## config.mk

```make
export PLATFORM = sky130hd
export DESIGN_NAME = risc_datapath_flat
export DESIGN_NICKNAME = d
export VERILOG_FILES = /design/src/rtl/risc_datapath_if.sv /design/src/rtl/risc_datapath.sv /design/src/flat_wrapper.sv
export SDC_FILE = /design/constraint.sdc
export NUM_CORES = 1
export LEC_CHECK = 0
export CAP_MARGIN = 20
export CORE_UTILIZATION = 35
export DETAILED_ROUTE_END_ITERATION = 10
export REMOVE_ABC_BUFFERS = 1
export SETUP_SLACK_MARGIN = 0.05
export SYNTH_ARGS = -nofsm -noshare
export SYNTH_HDL_FRONTEND = slang
export SYNTH_SLANG_ARGS = --single-unit
export TNS_END_PERCENT = 20
```

## constraint.sdc

```tcl
create_clock -name clk -period 2.35 [get_ports clk]
set_input_delay 0.705 -clock clk [delete_from_list [all_inputs] [get_ports clk]]
set_output_delay 0.705 -clock clk [all_outputs]
set_load 0.05 [all_outputs]
```

## src/rtl/risc_datapath_if.sv

```systemverilog
// Controller/memory bus of the accumulator datapath.
// The master modport is the controller/memory side, and the slave modport is the datapath.
interface risc_datapath_if;
  logic       sel, rd, ld_ir, halt, inc_pc, ld_ac, wr, ld_pc, data_e;
  logic [7:0] mem_rdata;
  logic [2:0] phase, opcode;
  logic       zero;
  logic [4:0] mem_addr;
  logic       mem_rd, mem_wr;
  logic [7:0] mem_wdata;
  logic       data_oe;
  logic [4:0] pc;
  logic [7:0] ac;
  logic       halted;

  modport master (
    output sel, rd, ld_ir, halt, inc_pc, ld_ac, wr, ld_pc, data_e, mem_rdata,
    input  phase, opcode, zero, mem_addr, mem_rd, mem_wr, mem_wdata, data_oe,
           pc, ac, halted
  );

  modport slave (
    input  sel, rd, ld_ir, halt, inc_pc, ld_ac, wr, ld_pc, data_e, mem_rdata,
    output phase, opcode, zero, mem_addr, mem_rd, mem_wr, mem_wdata, data_oe,
           pc, ac, halted
  );
endinterface

```

## src/rtl/risc_datapath.sv

```systemverilog
// Accumulator datapath: phase counter, IR, PC, AC and ALU, with a sticky halt.
// The controller decides what happens in each phase; this block only obeys the load enables.
module risc_datapath (
  input logic            clk,
  input logic            rst,
  risc_datapath_if.slave bus
);

  logic [2:0] r_phase;
  logic [7:0] r_ir;
  logic [4:0] r_pc;
  logic [7:0] r_ac;
  logic       r_halted;

  logic [4:0] w_operand;
  logic [2:0] w_opcode;
  logic [7:0] w_alu;

  function automatic logic [7:0] alu(input logic [2:0] op,
                                     input logic [7:0] a,
                                     input logic [7:0] b);
    case (op)
      3'd2:    alu = a + b;
      3'd3:    alu = a & b;
      3'd4:    alu = a ^ b;
      3'd5:    alu = b;
      default: alu = a;
    endcase
  endfunction

  assign w_operand = r_ir[4:0];
  assign w_opcode  = r_ir[7:5];
  assign w_alu     = alu(w_opcode, r_ac, bus.mem_rdata);

  // The halt edge itself still commits its loads; only later edges are frozen.
  always_ff @(posedge clk or posedge rst) begin
    if (rst) begin
      r_phase  <= 3'd0;
      r_ir     <= 8'h00;
      r_pc     <= 5'd0;
      r_ac     <= 8'h00;
      r_halted <= 1'b0;
    end else if (!r_halted) begin
      r_phase <= r_phase + 3'd1;
      if (bus.halt)
        r_halted <= 1'b1;
      if (bus.ld_ir)
        r_ir <= bus.mem_rdata;
      if (bus.ld_pc)
        r_pc <= w_operand;
      else if (bus.inc_pc)
        r_pc <= r_pc + 5'd1;
      if (bus.ld_ac)
        r_ac <= w_alu;
    end
  end

  assign bus.phase     = r_phase;
  assign bus.opcode    = w_opcode;
  assign bus.zero      = (r_ac == 8'h00);
  assign bus.mem_addr  = bus.sel ? r_pc : w_operand;
  assign bus.mem_rd    = bus.rd     & ~r_halted;
  assign bus.mem_wr    = bus.wr     & ~r_halted;
  assign bus.data_oe   = bus.data_e & ~r_halted;
  assign bus.mem_wdata = bus.data_e ? r_ac : 8'h00;
  assign bus.pc        = r_pc;
  assign bus.ac        = r_ac;
  assign bus.halted    = r_halted;

endmodule

```

## src/flat_wrapper.sv

```systemverilog
// flat-port wrapper written by rule: the top's interface ports become plain ports
module risc_datapath_flat 
  (clk, rst, bus_sel, bus_rd, bus_ld_ir, bus_halt, bus_inc_pc, bus_ld_ac, bus_wr, bus_ld_pc, bus_data_e, bus_mem_rdata, bus_phase, bus_opcode, bus_zero, bus_mem_addr, bus_mem_rd, bus_mem_wr, bus_mem_wdata, bus_data_oe, bus_pc, bus_ac, bus_halted);
  risc_datapath_if bus_i ();
  input logic clk;
  input logic rst;
  input wire logic [$bits(bus_i.sel)-1:0] bus_sel;
  input wire logic [$bits(bus_i.rd)-1:0] bus_rd;
  input wire logic [$bits(bus_i.ld_ir)-1:0] bus_ld_ir;
  input wire logic [$bits(bus_i.halt)-1:0] bus_halt;
  input wire logic [$bits(bus_i.inc_pc)-1:0] bus_inc_pc;
  input wire logic [$bits(bus_i.ld_ac)-1:0] bus_ld_ac;
  input wire logic [$bits(bus_i.wr)-1:0] bus_wr;
  input wire logic [$bits(bus_i.ld_pc)-1:0] bus_ld_pc;
  input wire logic [$bits(bus_i.data_e)-1:0] bus_data_e;
  input wire logic [$bits(bus_i.mem_rdata)-1:0] bus_mem_rdata;
  output wire logic [$bits(bus_i.phase)-1:0] bus_phase;
  output wire logic [$bits(bus_i.opcode)-1:0] bus_opcode;
  output wire logic [$bits(bus_i.zero)-1:0] bus_zero;
  output wire logic [$bits(bus_i.mem_addr)-1:0] bus_mem_addr;
  output wire logic [$bits(bus_i.mem_rd)-1:0] bus_mem_rd;
  output wire logic [$bits(bus_i.mem_wr)-1:0] bus_mem_wr;
  output wire logic [$bits(bus_i.mem_wdata)-1:0] bus_mem_wdata;
  output wire logic [$bits(bus_i.data_oe)-1:0] bus_data_oe;
  output wire logic [$bits(bus_i.pc)-1:0] bus_pc;
  output wire logic [$bits(bus_i.ac)-1:0] bus_ac;
  output wire logic [$bits(bus_i.halted)-1:0] bus_halted;
  assign bus_i.sel = bus_sel;
  assign bus_i.rd = bus_rd;
  assign bus_i.ld_ir = bus_ld_ir;
  assign bus_i.halt = bus_halt;
  assign bus_i.inc_pc = bus_inc_pc;
  assign bus_i.ld_ac = bus_ld_ac;
  assign bus_i.wr = bus_wr;
  assign bus_i.ld_pc = bus_ld_pc;
  assign bus_i.data_e = bus_data_e;
  assign bus_i.mem_rdata = bus_mem_rdata;
  assign bus_phase = bus_i.phase;
  assign bus_opcode = bus_i.opcode;
  assign bus_zero = bus_i.zero;
  assign bus_mem_addr = bus_i.mem_addr;
  assign bus_mem_rd = bus_i.mem_rd;
  assign bus_mem_wr = bus_i.mem_wr;
  assign bus_mem_wdata = bus_i.mem_wdata;
  assign bus_data_oe = bus_i.data_oe;
  assign bus_pc = bus_i.pc;
  assign bus_ac = bus_i.ac;
  assign bus_halted = bus_i.halted;
  risc_datapath u_core (.clk(clk), .rst(rst), .bus(bus_i));
endmodule
```

**Word-level counts from Yosys, hierarchy flattened**

Index checks and enable logic that the tools add are counted.
W data, S select, Z words.

- $add $sub $neg: 3
- Eq/ne operators: 4
- Mux-type cells: 7
- Bitwise operators: 6
- Reduce and logical (&&, ||, !) cells: 6

Operators by type and width:

| kind | number |
|---|---|
| $pmux W8 S4 | 1 |
| $mux W5 | 3 |
| $add A8 B8 Y8 | 1 |
| $and A8 B8 Y8 | 1 |
| $logic_not A8 Y1 | 1 |
| $mux W8 | 1 |
| $xor A8 B8 Y8 | 1 |
| $eq A3 B2 Y1 const B | 2 |
| $eq A3 B3 Y1 const B | 2 |
| $add A5 B1 Y5 const B | 1 |
| $reduce_and A2 Y1 | 2 |
| $reduce_bool A4 Y1 | 1 |
| $add A3 B1 Y3 const B | 1 |
| $and A1 B1 Y1 | 3 |
| $reduce_and A3 Y1 | 1 |
| $mux W1 | 2 |
| $reduce_bool A2 Y1 | 1 |
| $not A1 Y1 | 1 |

- Bits in registers: 25
- Input port bits: 19
- Output and inout bits: 37

**Logic depth before layout (Yosys ltp)**

Gate-level depths: netlist of the first run.

- Depth in word-level cells: 3
- Gate-level depth with buffers: 8
- Depth with buffers taken out: 8

**Worst setup path after synthesis of the first run**

No wires, ideal clock.

- Path kind: flip-flop to output port
- Start point: register u_core.r_ac[4] (netlist: u_core.bus.ac[4])
- End point: output port bus_zero
- Data arrival time: 1.815 ns
- Data required time: 1.645 ns
- Setup slack: -0.170 ns
- Stages on the path, launching flop included: 3
- Path buffers: 0
- Cell sequence: dfrtp_1 > or4_1 > nor2_1

- Longest elaborated chain between the ends: 1

RTL lines:

| element | RTL line | RTL |
|---|---|---|
| start, declared | risc_datapath.sv:12 | `logic [7:0] r_ac;` |
| start signal, assigned | risc_datapath.sv:54 | `r_ac <= w_alu;` |
| $logic_not A8 Y1 | risc_datapath.sv:60 | `assign bus.zero = (r_ac == 8'h00);` |
| end, declared | flat_wrapper.sv:19 | `output wire logic [$bits(bus_i.zero)-1:0] bus_zero;` |

No other way between the ends.

**Worst setup path in the final report of the first run**

- Start point: input port bus_sel
- End point: output port bus_mem_addr[4]

- Longest elaborated chain between the ends: 1

RTL lines:

| element | RTL line | RTL |
|---|---|---|
| start, declared | flat_wrapper.sv:7 | `input wire logic [$bits(bus_i.sel)-1:0] bus_sel;` |
| $mux W5 | risc_datapath.sv:61 | `assign bus.mem_addr = bus.sel ? r_pc : w_operand;` |
| end, declared | flat_wrapper.sv:20 | `output wire logic [$bits(bus_i.mem_addr)-1:0] bus_mem_addr;` |

No other way between the ends.

==> metrics.json, run 1 <==
{
  "reg2reg_depth": 9,
  "setup_total_negative_slack_ns": 0,
  "final_cell_mix": "sky130_fd_sc_hd__buf_4, sky130_fd_sc_hd__clkdlybuf4s50_1, sky130_fd_sc_hd__dfrtp_1, sky130_fd_sc_hd__mux2_2, sky130_fd_sc_hd__o21ai_0",
  "reg2reg_setup_slack_ns": 0.39,
  "critPathMaxStageDelay_ns": 0.37,
  "finalClockSkew_ns": 0.002675,
  "critical_path.n_buffers_inverters": 2,
  "dp.final_hpwl_mm": 3.504,
  "globalRoute.totalOverflow": 0,
  "post-layout-total-power_uw": 1513,
  "min-delay-start": "u_core.bus.phase[2]",
  "maxSlewViolCount": 0,
  "std_cell_rows": 25,
  "rsz0062_at_grt": "no",
  "worstMarginPinSlew_ns": 0.5130,
  "cpLargestDelayFamily": "buffers and inverters",
  "htree_num_levels": 1,
  "antenna_found_initial": 0,
  "synth.cell_area_um2": 1800,
  "synthDistinctLibCells": 47,
  "layout_worst_path_cycle_share": 0.9636,
  "finalWeightedCongestion": 0.8248,
  "post_cts_hold_buffer_count": 0,
  "synth.avg_cell_area_um2": 9.427,
  "fp.coreArea_um2": 4848,
  "power_leakage_uw": 0.001262,
  "chipWidth_um": 73.73,
  "timing.critical_path.to_type": "output port",
  "insertion_delay_ns": 0.27,
  "place_area_um2": 2630,
  "clkSlewWorstSetupHoldPaths_ns": 0.09,
  "drt-total-wl_mm": 4.601,
  "route.vias.total": 1656,
  "grt_first_pass_wirelength_mm": 7.521,
  "setup_violations": 0,
  "crit_required_ns": 1.64,
  "power.density_cell_area_nw_per_um2": 546.1,
  "hold_class": "reg2reg",
  "worst_r2r_endpoint": "u_core.bus.ac[6]",
  "async_reset_ff_frac": 1.000,
  "timing.critical_path.fanout_max": 5,
  "track_usage": 0.1818,
  "synth_top_flop_cell": "sky130_fd_sc_hd__dfrtp_1",
  "stdcell_area_um2": 2771,
  "detail_route.vias_per_cell": 5.095,
  "postLayoutSetupSlackWorst_ns": 0.08558,
  "postSynthRegisterBits": 25,
  "cap_viol_max_count": 0,
  "port_buffers": 55,
  "crit_path_start_kind": "primary input",
  "die_y_um": 73.73,
  "synth_warnings": 0,
  "critical_path_cell_count": 3,
  "detail_route_antenna_nets": 0,
  "worstPathCellList": "clkdlybuf4s15_1, mux2_2, buf_4",
  "yosysSeqAreaShare": 0.3475,
  "fmaxAchievable_ghz": 0.4416,
  "cts.sink_count": 25,
  "first_global_vias": 1555,
  "tritoncts_clock_tree": "done",
  "flow.area_growth_from_synthesis_pct": 53.93,
  "effective_utilization_at_floorplan": 0.3714,
  "data_arrival_time_at_the_worst_slack_endpoint_ns": 1.56,
  "cts_inserted_buffers": 3,
  "power.ir.vdd_worst_v": 0.0003438,
  "slowest_stage": "sky130_fd_sc_hd__mux2_2",
  "finalCriticalPeriod_ns": 2.264,
  "ioPinCount": 56,
  "kind_of_critical_path": "in2out",
  "detailedPlace.worstSlack_ns": -0.2825,
  "firstDrtPassIters": 4,
  "critical_path.reg2reg.startpoint": "u_core.bus.ac[0]",
  "hold_end": "u_core.bus.phase[2]",
  "clock_tree.root_cell": "sky130_fd_sc_hd__clkbuf_8",
  "clockBufferDepth": 2,
  "final_net_count": 289,
  "drt_first_iter_violations": 57,
  "stdcell_count": 325,
  "fp.dieArea_um2": 5435,
  "most_common_library_cell_in_the_layout_ignoring_fill_and_taps": "sky130_fd_sc_hd__buf_4",
  "run_status": "complete, no violations",
  "grt_max_degree": 26,
  "detail_route.drc_violations": 0,
  "netlist_instances": 191,
  "synth-edff-count": 0,
  "dpl.cell_count": 320,
  "slew_headroom": 0.6574,
  "worst_hold_path.num_cells": 1,
  "antenna_cells": 0,
  "wl_per_cell_um": 14.16,
  "timing.final.hold_violations": 0,
  "layout-drive-gt1-share": 0.3217
}
## Yosys cell counts (2+ instances only)
library cell / number / area, um2
sky130_fd_sc_hd__and3b_1: 2 / 17.52
sky130_fd_sc_hd__nor3_1: 4 / 20.02
sky130_fd_sc_hd__dfrtp_1: 25 / 625.6
sky130_fd_sc_hd__ha_1: 10 / 125.1
sky130_fd_sc_hd__nand2_1: 14 / 52.55
sky130_fd_sc_hd__buf_2: 3 / 15.01
sky130_fd_sc_hd__or2_2: 3 / 18.77
sky130_fd_sc_hd__xnor2_1: 2 / 17.52
sky130_fd_sc_hd__nand3_1: 3 / 15.01
sky130_fd_sc_hd__buf_4: 5 / 37.54
sky130_fd_sc_hd__a21o_1: 3 / 22.52
sky130_fd_sc_hd__a21oi_1: 6 / 30.03
sky130_fd_sc_hd__mux2_2: 16 / 180.2
sky130_fd_sc_hd__inv_1: 4 / 15.01
sky130_fd_sc_hd__nand4_1: 2 / 12.51
sky130_fd_sc_hd__o21ai_1: 4 / 20.02
sky130_fd_sc_hd__clkbuf_1: 4 / 15.01
sky130_fd_sc_hd__mux2i_1: 6 / 60.06
sky130_fd_sc_hd__o21ai_0: 15 / 75.07
sky130_fd_sc_hd__nand2b_1: 2 / 12.51
sky130_fd_sc_hd__or4_1: 2 / 15.01
sky130_fd_sc_hd__o221ai_1: 4 / 35.03
sky130_fd_sc_hd__nor2b_1: 9 / 56.30
sky130_fd_sc_hd__nand3b_1: 2 / 15.01
sky130_fd_sc_hd__nor2_1: 11 / 41.29
sky130_fd_sc_hd__and2_1: 9 / 56.30
## how the worst max path moves through the flow
stage	slack (ns)	endpoint	from
global route	0.05	bus_zero	u_core.bus.ac[1]
finish	0.09	bus_mem_addr[4]	bus_sel
global placement	-0.26	u_core.bus.ac[6]	bus_mem_rdata[0]
floorplan	-0.17	bus_zero	u_core.bus.ac[4]
CTS	0.003	u_core.bus.ac[7]	bus_mem_rdata[1]
detailed placement	-0.28	u_core.bus.ac[7]	bus_mem_rdata[1]
## through the flow
stage | utilization | hold WS, ns
final | 0.5716 | 0.4878
after floorplan | - | 0.4997
after global placement | 0.5425 | 0.4661
after detailed placement | 0.5425 | 0.4748
after global routing | 0.5716 | 0.5128
after CTS | 0.5548 | 0.4905
## cell type report
cell class                      instances  area, um2
Fill cell                             432       2077
Inverter                                4      15.01
Clock inverter                          1      5.005
Multi-Input combinational cell        150       1166
Clock buffer                            3      41.29
Sequential cell                        25      628.1
Timing Repair Buffer                   75      832.0
Tap cell                               67      83.83
## registers in the layout, summed over array words and instances (netlist names)
name,cells
u_core.bus.ac,8
u_core.bus.halted,1
u_core.bus.pc,5
u_core.bus.phase,3
u_core.r_ir,8
## timing repair
item | CTS | global route
setup buffers | 0 | 1
cloned | 0 | 0
resized for setup | 7 | 17
setup endpoints to repair | 18 | 11
pin swaps | 0 | 4
## routing by layer
layer	up-vias	global-route usage	wire, um	share of wire
li1	825	-	-	-
met1	793	0.2585	2261	0.49
met2	36	0.2844	2130	0.46
met3	2	0.03155	168	0.037
met4	0	0.04701	41	0.0089
met5	-	0	0	0
## report_power, final
group	switching [uW]	internal, uW	leakage (uW)
clock network	141	119	0.0000255
registers	60.6	475	0.000315
logic	402	316	0.000921
total	604	910	0.00126
## logic make-up (layout without fill, tap and decap cells)
family / after synthesis / after routing / synth area share
AO/OA/AOI/OAI: 46 / 46 / 0.1682
AND/OR/NAND/NOR: 67 / 67 / 0.2015
adder cells (fa/ha/maj): 11 / 11 / 0.08061
multiplexers: 23 / 23 / 0.1418
flip-flops: 25 / 25 / 0.3475
buffers and inverters: 16 / 83 / 0.04586
XOR/XNOR: 3 / 3 / 0.01460
No activity file was read; power rests on OpenSTA's default activity.
==> run 2, diff against run 1 <==
Settings changed: CORE_MARGIN set to 2.
==> run 2 against run 1 <==
Routed wire length down 2.9%; final area down 2.1%; utilization down 3.3 points; setup slack worse by 0.032 ns; critical path type is now in2reg; critical endpoint is now u_core.bus.ac[7]; highest routed layer unchanged.
==> metrics.json, run 2 (synthesis results as in run 1) <==
{
  "run_status": {"value": "complete, no violations", "change": "unchanged"},
  "clock_tree.root_cell": {"value": "sky130_fd_sc_hd__clkbuf_8", "change": "unchanged"},
  "track_usage": {"value": 0.1634, "change": "was 0.1818"},
  "timing.final.hold_violations": {"value": 0, "change": "unchanged"},
  "antenna_found_initial": {"value": 0, "change": "unchanged"},
  "insertion_delay": {"value": 0.27, "unit": "ns", "change": "about the same"},
  "slowest_stage": {"value": "sky130_fd_sc_hd__clkdlybuf4s50_1", "change": "was sky130_fd_sc_hd__mux2_2"},
  "power.density_cell_area": {"value": 551.0, "unit": "nW/um2", "change": "was 546.1 nW/um2"},
  "dp.final_hpwl": {"value": 3.458, "unit": "mm", "change": "was 3.504 mm"},
  "maxSlewViolCount": {"value": 0, "change": "unchanged"},
  "netSwitchingPower": {"value": 598.8, "unit": "uW", "change": "was 603.7 uW"},
  "post_cts_hold_buffer_count": {"value": 0, "change": "unchanged"},
  "combinationalPowerShare": {"value": 0.466, "change": "was 0.475"},
  "power.ir.vdd_worst": {"value": 0.0002219, "unit": "V", "change": "was 0.0003438 V"},
  "ioPinCount": {"value": 56, "change": "unchanged"},
  "std_cell_rows": {"value": 26, "change": "was 25"},
  "htree_num_levels": {"value": 1, "change": "unchanged"},
  "crit_path_start_kind": {"value": "primary input", "change": "unchanged"},
  "grt_first_pass_wirelength": {"value": 7.141, "unit": "mm", "change": "was 7.521 mm"},
  "crit_required": {"value": 2.56, "unit": "ns", "change": "was 1.64 ns"},
  "finalClockSkew": {"value": 0.006372, "unit": "ns", "change": "was 0.002675 ns"},
  "effective_utilization_at_floorplan": {"value": 0.3571, "change": "was 0.3714"},
  "fp.dieArea": {"value": 5734, "unit": "um2", "change": "was 5435 um2"},
  "hold_class": {"value": "reg2reg", "change": "unchanged"},
  "rsz0062_at_grt": {"value": "yes", "change": "was no"},
  "layout-drive-gt1-share": {"value": 0.2946, "change": "was 0.3217"},
  "wl_per_cell": {"value": 13.63, "unit": "um", "change": "was 14.16 um"},
  "timing.critical_path.to_type": {"value": "flop", "change": "was output port"},
  "critical_path.n_buffers_inverters": {"value": 2, "change": "unchanged"},
  "power_report.internal_total": {"value": 896.6, "unit": "uW", "change": "was 909.7 uW"},
  "drt-total-wl": {"value": 4.469, "unit": "mm", "change": "was 4.601 mm"},
  "most_common_library_cell_in_the_layout_ignoring_fill_and_taps": {"value": "sky130_fd_sc_hd__clkdlybuf4s50_1", "change": "was sky130_fd_sc_hd__buf_4"},
  "antenna_cells": {"value": 0, "change": "unchanged"},
  "final_net_count": {"value": 289, "change": "unchanged"},
  "detail_route.vias_per_cell": {"value": 5.107, "change": "was 5.095"},
  "finalCriticalPeriod": {"value": 2.296, "unit": "ns", "change": "was 2.264 ns"},
  "finalWeightedCongestion": {"value": 0.8923, "change": "was 0.8248"},
  "grt_max_degree": {"value": 26, "change": "unchanged"},
  "chipWidth": {"value": 75.73, "unit": "um", "change": "was 73.73 um"},
  "fp.coreArea": {"value": 5042, "unit": "um2", "change": "was 4848 um2"},
  "die_y": {"value": 75.73, "unit": "um", "change": "was 73.73 um"},
  "firstDrtPassIters": {"value": 4, "change": "unchanged"},
  "port_buffers": {"value": 55, "change": "unchanged"},
  "cts_inserted_buffers": {"value": 3, "change": "unchanged"},
  "tritoncts_clock_tree": {"value": "done", "change": "unchanged"},
  "setup_violations": {"value": 0, "change": "unchanged"},
  "fmaxAchievable": {"value": 0.4355, "unit": "GHz", "change": "was 0.4416 GHz"},
  "worstPathCellList": {"value": "clkdlybuf4s50_1, ha_2, buf_4, a211oi_2, o21ai_2, a41o_1, mux2_4, o211ai_2", "change": "was clkdlybuf4s15_1, mux2_2, buf_4"},
  "post-route-util": {"value": 0.5382, "change": "was 0.5716"},
  "seqPwrFrac": {"value": 0.356, "change": "was 0.354"},
  "dpl.cell_count": {"value": 323, "change": "was 320"},
  "stdcell_count": {"value": 328, "change": "was 325"},
  "cpLargestDelayFamily": {"value": "compound AO/OA/AOI/OAI gates", "change": "was buffers and inverters"},
  "detail_route.drc_violations": {"value": 0, "change": "unchanged"},
  "slew_headroom": {"value": 0.6632, "change": "was 0.6574"},
  "worstMarginPinSlew": {"value": 0.5044, "unit": "ns", "change": "was 0.5130 ns"},
  "power_leakage": {"value": 0.001213, "unit": "uW", "change": "was 0.001262 uW"},
  "kind_of_critical_path": {"value": "in2reg", "change": "was in2out"},
  "drt_first_iter_violations": {"value": 93, "change": "was 57"},
  "layout_worst_path_cycle_share": {"value": 0.9770, "change": "was 0.9636"},
  "timing.critical_path.fanout_max": {"value": 3, "change": "was 5"},
  "hold-worst-slack": {"value": 0.4728, "unit": "ns", "change": "was 0.4878 ns"},
  "clkSlewWorstSetupHoldPaths": {"value": 0.10, "unit": "ns", "change": "was 0.09 ns"},
  "globalRoute.totalOverflow": {"value": 0, "change": "unchanged"},
  "clockBufferDepth": {"value": 2, "change": "unchanged"},
  "detail_route_antenna_nets": {"value": 0, "change": "unchanged"},
  "critPathMaxStageDelay": {"value": 0.44, "unit": "ns", "change": "was 0.37 ns"},
  "first_global_vias": {"value": 1508, "change": "was 1555"},
  "final_cell_mix": {"value": "sky130_fd_sc_hd__clkdlybuf4s50_1, sky130_fd_sc_hd__buf_4, sky130_fd_sc_hd__dfrtp_1, sky130_fd_sc_hd__mux2_2, sky130_fd_sc_hd__o21ai_0", "change": "was sky130_fd_sc_hd__buf_4, sky130_fd_sc_hd__clkdlybuf4s50_1, sky130_fd_sc_hd__dfrtp_1, sky130_fd_sc_hd__mux2_2, sky130_fd_sc_hd__o21ai_0"},
  "route.vias.total": {"value": 1675, "change": "was 1656"},
  "swShare": {"value": 0.4004, "change": "was 0.3989"},
  "flow.area_growth_from_synthesis": {"value": 50.73, "unit": "%", "change": "was 53.93%"},
  "data_arrival_time_at_the_worst_slack_endpoint": {"value": 2.50, "unit": "ns", "change": "was 1.56 ns"},
  "cap_viol_max_count": {"value": 0, "change": "unchanged"},
  "cts.sink_count": {"value": 25, "change": "unchanged"},
  "p_clk_frac": {"value": 0.178, "change": "was 0.172"}
}
-- run 2: cell types whose count changed in the layout (fill, tap and decap cells not counted), sizes merged --
cell | before | now
clkdlybuf4s50 | 26 | 30
clkinv | 1 | 0
dlymetal6s2s | 5 | 1
clkinvlp | 0 | 1
-- run 2: area by class of cell --
class / instances / area (um2)
clock buffer: 3 / 41.29
sequential: 25 / 626.9
clock inverter: 1 / 7.507
inverter: 4 / 15.01
fill: 451 / 2328
timing repair buffer: 75 / 822.0
tap: 70 / 87.58
multi-input combinational: 150 / 1114
-- run 2: power by group through the flow --
stage / Sequential, uW / Clock, uW / Combinational [uW]
floorplan: 651 / 0 / 303
global placement: 540 / 0 / 683
detailed placement: 542 / 0 / 687
CTS: 533 / 275 / 691
global route: 543 / 290 / 746
finish: 532 / 267 / 697
-- run 2: metrics by stage --
| step | total power (uW) | TNS, ns | area, um2 | setup slack [ns] |
|---|---|---|---|---|
| floorplan | 954.1 | -0.1701 | 1733 | -0.1701 |
| global route | 1580 | 0 | 2714 | 0.005133 |
| finish | 1495 | 0 | 2714 | 0.05400 |
| detailed placement | 1228 | -2.616 | 2634 | -0.3172 |
| global placement | 1223 | -2.563 | 2634 | -0.3046 |
| CTS | 1499 | 0 | 2694 | 0.05848 |
-- run 2: per-layer routing --
metal	part of all wire	vias up	wire length, um	global-route usage
met5	0	-	0	0
met4	0.017	0	78	0.05848
met3	0.051	7	227	0.02381
met2	0.44	49	1979	0.2271
met1	0.49	793	2185	0.2545
li1	-	826	-	-
-- run 2: worst paths after layout --
kind                                          start                   to  slack [ns]  cells past startpoint
worst max-delay path               bus_mem_rdata[0]     u_core.bus.ac[7]        0.05                      8
worst min-delay path            u_core.bus.phase[2]  u_core.bus.phase[2]        0.47                      1
worst max register to register     u_core.bus.ac[0]     u_core.bus.ac[7]        0.47                      7
worst min register to register  u_core.bus.phase[2]  u_core.bus.phase[2]        0.47                      1
max in group asynchronous                       rst     u_core.bus.ac[0]        1.32                      3
min in group asynchronous                       rst       u_core.r_ir[7]        0.77                      3
-- run 2: worst register-to-register path, cell delays in order, from the launching register on --
cell,delay [ns]
sky130_fd_sc_hd__dfrtp_2,0.46
sky130_fd_sc_hd__ha_2,0.20
sky130_fd_sc_hd__buf_4,0.13
sky130_fd_sc_hd__a211oi_2,0.29
sky130_fd_sc_hd__o21ai_2,0.12
sky130_fd_sc_hd__a41o_1,0.25
sky130_fd_sc_hd__mux2_4,0.30
sky130_fd_sc_hd__o211ai_2,0.06
-- run 2: repair_timing --
action	4_1_cts	5_1_grt
setup endpoints to repair	16	9
buffers inserted	0	1
hold endpoints to repair	0	0
resized for setup	8	4
